**config.mk**
```make
export PLATFORM = sky130hd
export DESIGN_NAME = slave_pulse_tx
export DESIGN_NICKNAME = d
export VERILOG_FILES = /design/src/rtl/slave_pkg.sv /design/src/rtl/debounce_filter.sv /design/src/rtl/slave_pulse_tx.sv
export SDC_FILE = /design/constraint.sdc
export NUM_CORES = 1
export LEC_CHECK = 0
export BUFFER_PORTS_ARGS = -buffer_cell sky130_fd_sc_hd__buf_2
export CAP_MARGIN = 10
export CORE_UTILIZATION = 35
export DETAILED_ROUTE_END_ITERATION = 10
export GPL_TIMING_DRIVEN = 0
export HOLD_SLACK_MARGIN = 0.02
export PLACE_DENSITY = 0.61
export SYNTH_ARGS = -nofsm -noshare
export SYNTH_HDL_FRONTEND = slang
export SYNTH_SLANG_ARGS = --single-unit
```
**constraint.sdc**
```tcl
create_clock -name i_Clk -period 2.8 [get_ports i_Clk]
set_clock_uncertainty 0.15 [all_clocks]
set_input_delay 0.56 -clock i_Clk [delete_from_list [all_inputs] [get_ports i_Clk]]
set_output_delay 0.56 -clock i_Clk [all_outputs]
set_load 0.03 [all_outputs]
```
**src/rtl/slave_pkg.sv**
```systemverilog
`default_nettype none
// ============================================================================
// Module   : slave_pkg
// Purpose  : Shared types and default constants for the slave event transmitter
// Revision : 1.0 - initial release
// ============================================================================
package slave_pkg;

  localparam int CLK_HZ          = 25_000_000;
  localparam int DEBOUNCE_CYCLES = 250_000;   // 10 ms at 25 MHz
  localparam int PULSE_CYCLES    = 8;
  localparam int GAP_CYCLES      = 8;
  localparam int MAX_PENDING     = 15;

  // Transmitter FSM states
  typedef enum logic [1:0] {
    IDLE = 2'd0,
    HIGH = 2'd1,
    GAP  = 2'd2
  } state_t;

  // Larger of two integers, used to size the shared pulse/gap timer
  function automatic int max_int(input int a, input int b);
    return (a > b) ? a : b;
  endfunction

endpackage
`default_nettype wire

```
**src/rtl/debounce_filter.sv**
```systemverilog
`default_nettype none
// ============================================================================
// Module   : debounce_filter
// Purpose  : 2-flop synchroniser, counter-based debouncer and rising-edge
//            strobe for a raw asynchronous push-button input
// Revision : 1.0 - initial release
// ============================================================================
module debounce_filter #(
  parameter int DEBOUNCE_CYCLES = slave_pkg::DEBOUNCE_CYCLES
) (
  input  logic i_Clk,
  input  logic i_Reset,
  input  logic i_Raw,
  output logic o_Level,
  output logic o_Rise
);

  import slave_pkg::*;

  localparam int              CW           = $clog2(DEBOUNCE_CYCLES + 1);
  localparam logic [CW-1:0]   C_COUNT_LAST = CW'(DEBOUNCE_CYCLES - 1);

  logic          r_sync1;
  logic          r_sync2;
  logic          r_db_state;
  logic          r_db_state_q;
  logic [CW-1:0] r_count;

  // Synchronise the button, then accept a new level only after it has
  // differed from the accepted level for DEBOUNCE_CYCLES consecutive cycles
  always_ff @(posedge i_Clk) begin
    if (i_Reset) begin
      r_sync1      <= 1'b0;
      r_sync2      <= 1'b0;
      r_db_state   <= 1'b0;
      r_db_state_q <= 1'b0;
      r_count      <= '0;
    end else begin
      r_sync1      <= i_Raw;
      r_sync2      <= r_sync1;
      r_db_state_q <= r_db_state;
      if (r_sync2 == r_db_state) begin
        r_count <= '0;
      end else if (r_count == C_COUNT_LAST) begin
        r_db_state <= r_sync2;
        r_count    <= '0;
      end else begin
        r_count <= r_count + CW'(1);
      end
    end
  end

  assign o_Level = r_db_state;
  // One-cycle strobe on press only; releases produce nothing
  assign o_Rise  = r_db_state & ~r_db_state_q;

endmodule
`default_nettype wire

```
**src/rtl/slave_pulse_tx.sv**
```systemverilog
`default_nettype none
// ============================================================================
// Module   : slave_pulse_tx
// Purpose  : Debounced push-button event queue; each queued press is sent as
//            one fixed-width high pulse followed by a guaranteed low gap
// Revision : 1.0 - initial release
// ============================================================================
module slave_pulse_tx #(
  parameter  int DEBOUNCE_CYCLES = slave_pkg::DEBOUNCE_CYCLES,
  parameter  int PULSE_CYCLES    = slave_pkg::PULSE_CYCLES,
  parameter  int GAP_CYCLES      = slave_pkg::GAP_CYCLES,
  parameter  int MAX_PENDING     = slave_pkg::MAX_PENDING,
  localparam int PW              = $clog2(MAX_PENDING + 1)
) (
  input  logic          i_Clk,
  input  logic          i_Reset,
  input  logic          i_Switch_1,
  output logic          o_PMOD_1,
  output logic          o_LED_1,
  output logic [PW-1:0] o_Pending,
  output logic          o_Overflow
);

  import slave_pkg::*;

  localparam int            TMAX         = max_int(PULSE_CYCLES, GAP_CYCLES);
  localparam int            TW           = (TMAX > 1) ? $clog2(TMAX) : 1;
  localparam logic [TW-1:0] C_PULSE_LAST = TW'(PULSE_CYCLES - 1);
  localparam logic [TW-1:0] C_GAP_LAST   = TW'(GAP_CYCLES - 1);
  localparam logic [PW-1:0] C_PEND_MAX   = PW'(MAX_PENDING);

  logic          w_level;
  logic          w_rise;
  logic          w_press;
  logic          w_start;
  state_t        r_state;
  state_t        w_state_next;
  logic [TW-1:0] r_timer;
  logic [TW-1:0] w_timer_next;
  logic          w_pmod_next;
  logic          w_led_next;
  logic          r_pmod;
  logic          r_led;
  logic [PW-1:0] r_pend;
  logic          r_ovf;

  debounce_filter #(
    .DEBOUNCE_CYCLES(DEBOUNCE_CYCLES)
  ) u_debounce (
    .i_Clk   (i_Clk),
    .i_Reset (i_Reset),
    .i_Raw   (i_Switch_1),
    .o_Level (w_level),
    .o_Rise  (w_rise)
  );

  // A rise strobe only occurs while the debounced level is high
  assign w_press = w_rise & w_level;

  // Queue counter: presses add, pulse starts remove, coincident events cancel
  always_ff @(posedge i_Clk) begin
    if (i_Reset) begin
      r_pend <= '0;
      r_ovf  <= 1'b0;
    end else begin
      case ({w_press, w_start})
        2'b10: begin
          if (r_pend == C_PEND_MAX) begin
            r_ovf <= 1'b1;
          end else begin
            r_pend <= r_pend + PW'(1);
          end
        end
        2'b01:   r_pend <= r_pend - PW'(1);
        default: ;
      endcase
    end
  end

  // Next state and timer: IDLE -> HIGH for PULSE_CYCLES -> GAP for GAP_CYCLES
  always_comb begin
    w_state_next = r_state;
    w_timer_next = r_timer;
    w_start      = 1'b0;
    case (r_state)
      IDLE: begin
        if (r_pend != '0) begin
          w_state_next = HIGH;
          w_timer_next = C_PULSE_LAST;
          w_start      = 1'b1;
        end
      end
      HIGH: begin
        if (r_timer == '0) begin
          w_state_next = GAP;
          w_timer_next = C_GAP_LAST;
        end else begin
          w_timer_next = r_timer - TW'(1);
        end
      end
      GAP: begin
        if (r_timer == '0) begin
          w_state_next = IDLE;
        end else begin
          w_timer_next = r_timer - TW'(1);
        end
      end
      default: begin
        w_state_next = IDLE;
        w_timer_next = '0;
      end
    endcase
  end

  // Output decode from the next state so outputs register together with it
  always_comb begin
    w_pmod_next = (w_state_next == HIGH);
    w_led_next  = (w_state_next != IDLE);
  end

  // State, timer and registered outputs
  always_ff @(posedge i_Clk) begin
    if (i_Reset) begin
      r_state <= IDLE;
      r_timer <= '0;
      r_pmod  <= 1'b0;
      r_led   <= 1'b0;
    end else begin
      r_state <= w_state_next;
      r_timer <= w_timer_next;
      r_pmod  <= w_pmod_next;
      r_led   <= w_led_next;
    end
  end

  assign o_PMOD_1   = r_pmod;
  assign o_LED_1    = r_led;
  assign o_Pending  = r_pend;
  assign o_Overflow = r_ovf;

endmodule
`default_nettype wire

```
==> flow_metrics.tcl <==
set metrics [dict create \
    leakage_nw 0.598 \
    gp_congestion 0.751 \
    most-common-layout-cells "34 x dfxtp_1, 30 x nor2_1, 14 x xnor2_1, 9 x nor3_1" \
    clock_latency_ns 0.28 \
    cts_tree "done" \
    antenna_found_initial 0 \
    vias 1239 \
    core_mm2 0.00438 \
    setup_viol 0 \
    syn_nets 185 \
    fin_crit_sh 0.904 \
    fmaxAchievable_mhz 395 \
    grt_max_degree 11 \
    postSynthAreaPerCell_um2 9.03 \
    start_util 0.366 \
    wirelength_mm 2.93 \
    critPathRequiredTime_ns 2.82 \
    syn2layout_area_growth_pct 12.2 \
    end_kind "flip-flop" \
    io_pins 10 \
    drc 0 \
    cts_buffer_depth 2 \
    hp-class "reg -> reg" \
    cts.sinks 34 \
    wl_per_cell_um 11.9 \
    cts-hold-fix-buffers 0 \
    die_h_um 69.8 \
    cts_resized 0 \
    synth.top_cells.by_area "dfxtp_1 42%, xnor2_1 7.6%, nor2_1 7.0%, ha_1 3.1%, nor3_1 2.8%" \
    maxSlewViolCount 0 \
    maxCapViolCount 0 \
    fin_crit_ns 2.53 \
    drive_above_1_share 0.139 \
    p_per_area_mw_per_mm2 838 \
    setup_tns_ns 0 \
    multi_input_area_um2 881 \
    numPortBuffers 8 \
    final_common_cell "dfxtp_1" \
    drtIter0Drc 45 \
    grt_pass1_wl_mm 5.08 \
    netlist_area_mm2 0.00161 \
    dieArea_mm2 0.00487 \
    critPathMaxFanout 10 \
    cts_inserted_buffers 5 \
    cts_setup_buffers 0 \
    path_class "reg -> reg" \
    worst_hold_slack_ns 0.285 \
    overflow 0 \
    yosys_register_bits 34 \
    rsz0062_at_grt "false" \
    ant_nets 0 \
    firstDrtPassIters 4 \
    synth_cell_type_count 43 \
    min_from "u_debounce.r_sync1" \
    arrival_ns 2.55 \
    critPathLaunch "r_state[1]" \
    final_nets 200 \
    power_mw 1.51 \
    ys_seq_area_frac 0.424 \
    hpwl_mm 2.03 \
    synth_top_cell_area_share 0.424 \
    relSlewSlack 0.541 \
    status "finished, final reports clean" \
    fillers 452 \
    rows 24 \
    cts-root-buf "clkbuf_8" \
    hold_viol_final 0 \
    viasPerCell 5.04 \
    grt_usage 0.134 \
    h-tree-depth 2 \
    ir_drop_v 0.000318 \
    rr_startpoint "r_state[1]" \
    worst_pin_slew_ns 0.686 \
    yosysTopAreaCell "dfxtp_1" \
    die_w_um 69.8 \
    syn_inst 178 \
    yosysWarningCount 0 \
    grt_pass1_vias 1135 \
    clk_pin_slew_ns 0.07 \
    regArea_um2 681 \
    num_antenna_cells 0 \
    cp-start-kind "flip-flop" \
]
==> area by class of cell <==
type                            count  share of cell area
Buffer                              5              0.0125
Clock buffer                        7              0.0479
Clock inverter                      1             0.00278
Inverter                            6              0.0125
Multi-Input combinational cell    133               0.489
Sequential cell                    34               0.378
Tap cell                           52              0.0361
Timing Repair Buffer                8              0.0222
==> power by group <==
part / switching, mW / leakage, nW / total, mW / internal (mW)
Sequential: 0.0557 / 0.277 / 0.606 / 0.550
Combinational: 0.314 / 0.273 / 0.534 / 0.220
Clock: 0.172 / 0.0482 / 0.371 / 0.198
Total: 0.542 / 0.598 / 1.51 / 0.969
==> final timing paths <==
| path | slack, ns | cells past startpoint | to |
|---|---|---|---|
| hold / removal | 0.29 | 1 | u_debounce.r_sync2 |
| hold reg to reg | 0.29 | 1 | u_debounce.r_sync2 |
| setup / recovery | 0.27 | 8 | o_Pending[2] |
| setup reg to reg | 0.27 | 8 | o_Pending[2] |
==> logic make-up (layout without fill, tap and decap cells) <==
| family | Yosys count | in the layout | share of synthesized area |
|---|---|---|---|
| xor+xnor | 15 | 15 | 0.0818 |
| simple gates | 85 | 85 | 0.294 |
| fa+ha+maj | 5 | 5 | 0.0374 |
| compound gates | 26 | 26 | 0.118 |
| mux | 2 | 2 | 0.0164 |
| flops | 34 | 34 | 0.424 |
| buf+inv | 11 | 27 | 0.0280 |
==> cells in the mapped netlist (all sizes together) <==
library cell / number
o21bai: 1
nor4: 4
or3b: 1
a211oi: 2
and4: 1
xnor2: 14
xor2: 1
a22oi: 2
a2111oi: 2
inv: 6
or4b: 1
o21ai: 7
o221a: 1
nand2: 8
nand2b: 2
buf: 1
a21oi: 9
dfxtp: 34
clkbuf: 4
nor3b: 2
nand3: 6
and3b: 1
nor4b: 2
mux2: 2
or4: 3
nand4: 4
o41ai: 1
ha: 4
nor3: 9
nor2b: 6
maj3: 1
and3: 2
nor2: 30
or3: 3
o31ai: 1
==> state kept, by name (all words and copies together) (netlist names) <==
signal / cells
u_debounce.r_sync2: 1
o_Overflow: 1
u_debounce.r_count: 18
o_PMOD_1: 1
u_debounce.r_sync1: 1
o_Pending: 4
r_state: 2
o_LED_1: 1
u_debounce.r_db_state_q: 1
r_timer: 3
u_debounce.o_Level: 1
==> layer usage <==
metal  vias to the layer above  GRT usage  part of all wire
li1                        664          -                 -
met1                       557      0.165              0.52
met2                        14      0.213              0.43
met3                         4     0.0392             0.028
met4                         0     0.0667             0.017
met5                         -          0                 0
==> through the flow <==
stage	utilization	setup WS (ns)	area, µm²	cells
finish	0.411	0.269	1800	246
global route	0.411	0.126	1800	246
CTS	0.411	0.266	1800	246
detailed placement	0.390	0.286	1710	238
global placement	0.390	0.316	1710	238
floorplan	-	0.353	1610	178
==> worst max-delay path, stage by stage, from the launching register on <==
cell      delay, ns
dfxtp_1        0.30
clkbuf_1       0.19
nor2_1         0.59
and3_4         0.32
mux2_2         0.15
ha_1           0.15
nor2_1         0.04
a22oi_1        0.21
mux2_4         0.32
No activity file was read; power rests on OpenSTA's default activity.
